**src/rtl/suma_serial.sv**
```systemverilog
// Bit-serial M-bit adder: latches operands on start, adds one bit pair per cycle LSB first,
// then publishes the registered sum and C/N/V/Z flags with a one-cycle done pulse.
module suma_serial #(
  parameter int unsigned M = 4
) (
  input  logic         clk,
  input  logic         rst_n,
  input  logic         start,
  input  logic [M-1:0] A,
  input  logic [M-1:0] B,
  input  logic         cin,
  output logic         busy,
  output logic         done,
  output logic [M-1:0] S,
  output logic         C,
  output logic         N,
  output logic         V,
  output logic         Z
);

  localparam int unsigned CntW = $clog2(M);
  localparam logic [CntW-1:0] LastBit = CntW'(M - 1);

  typedef enum logic [1:0] {StIdle, StRun, StDone} state_e;

  state_e         state_q, state_d;
  logic [M-1:0]   a_q, a_d, b_q, b_d, sum_q, sum_d, s_q, s_d;
  logic [CntW-1:0] cnt_q, cnt_d;
  logic           carry_q, carry_d;
  logic           c_q, c_d, n_q, n_d, v_q, v_d, z_q, z_d;
  logic           bit_sum, bit_carry;
  logic [M-1:0]   sum_next;

  always_comb begin
    state_d   = state_q;
    a_d       = a_q;
    b_d       = b_q;
    sum_d     = sum_q;
    cnt_d     = cnt_q;
    carry_d   = carry_q;
    s_d       = s_q;
    c_d       = c_q;
    n_d       = n_q;
    v_d       = v_q;
    z_d       = z_q;
    bit_sum   = a_q[0] ^ b_q[0] ^ carry_q;
    bit_carry = (a_q[0] & b_q[0]) | (a_q[0] & carry_q) | (b_q[0] & carry_q);
    // Sum bits enter at the MSB and shift down, so after M steps bit i sits at position i.
    sum_next  = {bit_sum, sum_q[M-1:1]};

    unique case (state_q)
      StIdle: begin
        if (start) begin
          a_d     = A;
          b_d     = B;
          carry_d = cin;
          sum_d   = '0;
          cnt_d   = '0;
          state_d = StRun;
        end
      end
      StRun: begin
        a_d     = a_q >> 1;
        b_d     = b_q >> 1;
        sum_d   = sum_next;
        carry_d = bit_carry;
        if (cnt_q == LastBit) begin
          // a_q[0]/b_q[0] hold the operand sign bits on this final step.
          s_d     = sum_next;
          c_d     = bit_carry;
          n_d     = bit_sum;
          v_d     = (a_q[0] == b_q[0]) && (bit_sum != a_q[0]);
          z_d     = (sum_next == '0);
          state_d = StDone;
        end else begin
          cnt_d = cnt_q + CntW'(1);
        end
      end
      StDone:  state_d = StIdle;
      default: state_d = StIdle;
    endcase
  end

  always_ff @(posedge clk or negedge rst_n) begin
    if (!rst_n) begin
      state_q <= StIdle;
      a_q     <= '0;
      b_q     <= '0;
      sum_q   <= '0;
      cnt_q   <= '0;
      carry_q <= 1'b0;
      s_q     <= '0;
      c_q     <= 1'b0;
      n_q     <= 1'b0;
      v_q     <= 1'b0;
      z_q     <= 1'b0;
    end else begin
      state_q <= state_d;
      a_q     <= a_d;
      b_q     <= b_d;
      sum_q   <= sum_d;
      cnt_q   <= cnt_d;
      carry_q <= carry_d;
      s_q     <= s_d;
      c_q     <= c_d;
      n_q     <= n_d;
      v_q     <= v_d;
      z_q     <= z_d;
    end
  end

  assign busy = (state_q == StRun);
  assign done = (state_q == StDone);
  assign S    = s_q;
  assign C    = c_q;
  assign N    = n_q;
  assign V    = v_q;
  assign Z    = z_q;

endmodule

```
**config.mk**
```make
export PLATFORM = sky130hd
export DESIGN_NAME = suma_serial
export DESIGN_NICKNAME = d
export VERILOG_FILES = /design/src/rtl/suma_serial.sv
export SDC_FILE = /design/constraint.sdc
export NUM_CORES = 1
export LEC_CHECK = 0
export CORE_MARGIN = 1.5
export CORE_UTILIZATION = 44
export DETAILED_ROUTE_END_ITERATION = 7
export PLACE_DENSITY_LB_ADDON = 0.1
export SKIP_CTS_REPAIR_TIMING = 1
export SLEW_MARGIN = 20
export SYNTH_ARGS = -nofsm -noshare
export SYNTH_HDL_FRONTEND = slang
export SYNTH_SLANG_ARGS = --single-unit
```
**constraint.sdc**
```tcl
create_clock -name clk -period 1.6 [get_ports clk]
set_clock_uncertainty 0.1 [all_clocks]
set_input_delay 0.16 -clock clk [delete_from_list [all_inputs] [get_ports clk]]
set_output_delay 0.16 -clock clk [all_outputs]
set_load 0.02 [all_outputs]
```
==> impl_metrics.toml <==
[routing]
avgViaCountPerCell = 5.458
dr_total_vias = 835
drtIter0Drc = 14
wl_per_cell_um = 14.32
drc = 0
ant_nets = 0
wl_mm = 2.191
first_pass_iters = 4

[clocking]
cts.sinks = 23
cts_tree = "built"
root_buffer = "clkbuf_4"
path_clk_slew_ps = 130
clk_path_buf_depth = 2
insertion_delay_ps = 310
cts_max_level = 1
cts_buffers = 3

[synth]
synth_cell_types = 28
synth-seq-cells = 23
avgSynthCellArea_sq_um = 11.46
ys_seq_area_share_pct = 53.99
syn_inst = 93
netlist.area_leader.share_pct = 53.99
syn-num-nets = 108
synthesis.area_sq_um = 1066
ys_warn_count = 0
synth_top_cell_by_area = "dfrtp_1"
synth_area_leaders = "dfrtp_1 54%, o22ai_1 8.2%, mux2_2 5.3%"

[global_routing]
grt_max_degree = 24
track_usage_pct = 18.20
antenna_found_initial = 0
grt_pass1_wl_mm = 3.608
first_global_vias = 826
grt_remaining_overflow = 0

[worst_setup_path]
regToRegSetupSlack_ps = -50
worstRegToRegCells = 4
reg2reg_from = "a_q[0]"
crit_required_ps = 1730
crit_fanout = 3
start_kind = "flop"
r2r_end = "V"
worst_setup_path_end_kind = "flop"
critPathKind = "reg -> reg"
worst-endpoint-arrival_ps = 1780

[sta]
finalHoldViolCount = 0
worst_hold_slack_ps = 86.89
fmaxAchievable_ghz = 0.6066
fin_ws_ps = -48.66
rsz0062_at_grt = "true"
worst_pin_slew_ps = 289.6
fin_crit_sh_pct = 103.0
slew_headroom_pct = 80.57
period_minus_slack_ps = 1649
slew_violations = 0
setup_violations = 3

[final_layout]
nFillCells = 201
fin_nets = 141
area_growth_pct = 33.22
antenna_cells = 0
layout-drive-gt1-share_pct = 22.40

[power]
vdd_drop_max_mv = 1.095
p_leak_nw = 0.6532
power.density_nw_per_um2 = 2090
finalPower_mw = 2.968

[place]
io_buffers = 21
dpl.hpwl_mm = 1.614
gp_congestion = 0.7842

[floorplanning]
num_io_pins = 22
dieArea_sq_um = 2727
die_h_um = 52.22
num_rows = 17
start_util_pct = 47.28
die_w_um = 52.22
core-area_sq_um = 2255

[run]
maxCapViolCount = 0

[status]
status = "complete, but fails checks"
violations = "setup timing"

[min_path]
hold_path.class = "in -> async"
[placed cells by master, fill, tap and decap left out, drive strengths merged]
cell type / instances
dfrtp: 23
clkdlybuf4s50: 18
o22ai: 14
buf: 13
a21oi: 9
o21ai: 6
nand2: 5
mux2: 5
clkbuf: 4
nand2b: 3
nor2: 3
dlymetal6s2s: 3
a22o: 3
clkinv: 2
o2bb2ai: 2
ha: 2
inv: 2
nand3b: 1
nor3: 1
nor2b: 1
a22oi: 1
xnor2: 1
o31ai: 1
or4: 1
fa: 1
[worst max-delay path by stage]
stage | startpoint | end | slack (ps)
floorplan | carry_q | Z | -3
global placement | carry_q | Z | 40
detailed placement | carry_q | V | -20
CTS | state_q[1] | busy | -270
global route | a_q[0] | V | -110
finish | a_q[0] | V | -50
[power breakdown]
part / internal [mW] / leakage, nW / switching [mW]
combinational: 0.894 / 0.356 / 0.773
sequential: 0.841 / 0.282 / 0.193
clock: 0.0973 / 0.0150 / 0.169
[registers in the layout, summed over array words and instances (netlist names)]
| name | count |
|---|---|
| sum_q | 3 |
| a_q | 4 |
| state_q | 2 |
| carry_q | 1 |
| V | 1 |
| Z | 1 |
| S | 4 |
| cnt_q | 2 |
| C | 1 |
| b_q | 4 |
[cells by family after synthesis]
family / count (synthesis) / synth area share, %
AOI/OAI and AO/OA: 36 / 21.36
DFF: 23 / 53.99
and+or+nand+nor: 15 / 8.217
buffers and inverters: 10 / 6.102
muxes: 5 / 5.281
adders and majority gates: 3 / 4.225
xor gates and xnor gates: 1 / 0.8217
[cell usage after synthesis]
master / number
dfrtp_1: 23
clkinv_1: 2
ha_1: 2
a22o_2: 2
buf_4: 3
o21ai_1: 1
or4_1: 1
o21ai_2: 1
o21ai_0: 4
nand3b_4: 1
fa_1: 1
nor2b_1: 1
o22ai_1: 14
inv_2: 1
buf_2: 1
nor3_1: 1
mux2_2: 5
a22o_1: 1
xnor2_1: 1
a22oi_1: 1
inv_1: 1
nor2_1: 3
nand2_1: 5
a21oi_1: 9
o31ai_1: 1
buf_6: 2
nand2b_1: 3
o2bb2ai_1: 2
[through the flow]
step	TNS, ps	area, sq um	cells	util [%]	setup slack (ps)
floorplan	-2.791	1066	93	-	-2.791
global placement	0	1351	148	59.93	40.64
detailed placement	-17.13	1351	148	59.93	-17.13
CTS	-526.9	1378	152	61.10	-273.3
global route	-270.4	1420	153	62.99	-107.0
finish	-116.9	1420	153	62.99	-48.66
[layout make-up]
| class | instances | area (sq um) | area share, % |
|---|---|---|---|
| Tap cell | 28 | 35.03 | 2.467 |
| Clock buffer | 4 | 26.28 | 1.850 |
| Inverter | 4 | 15.01 | 1.057 |
| Sequential cell | 23 | 575.6 | 40.53 |
| Multi-Input combinational cell | 60 | 449.2 | 31.63 |
| Timing Repair Buffer | 34 | 319.1 | 22.47 |
[layer usage]
layer  vias to the layer above  routed length, um  GRT usage [%]
li1                        407                  -              -
met1                       406               1009          22.72
met2                        18               1057          30.38
met3                         4                 90          3.143
met4                         0                 34          8.974
met5                         -                  0              0
[critical path, cell delays in order, from the launching register on]
cell	delay (ps)
dfrtp_1	420
fa_1	530
buf_6	160
xnor2_4	120
o31ai_2	240
Power figures use the tool's default switching activity.
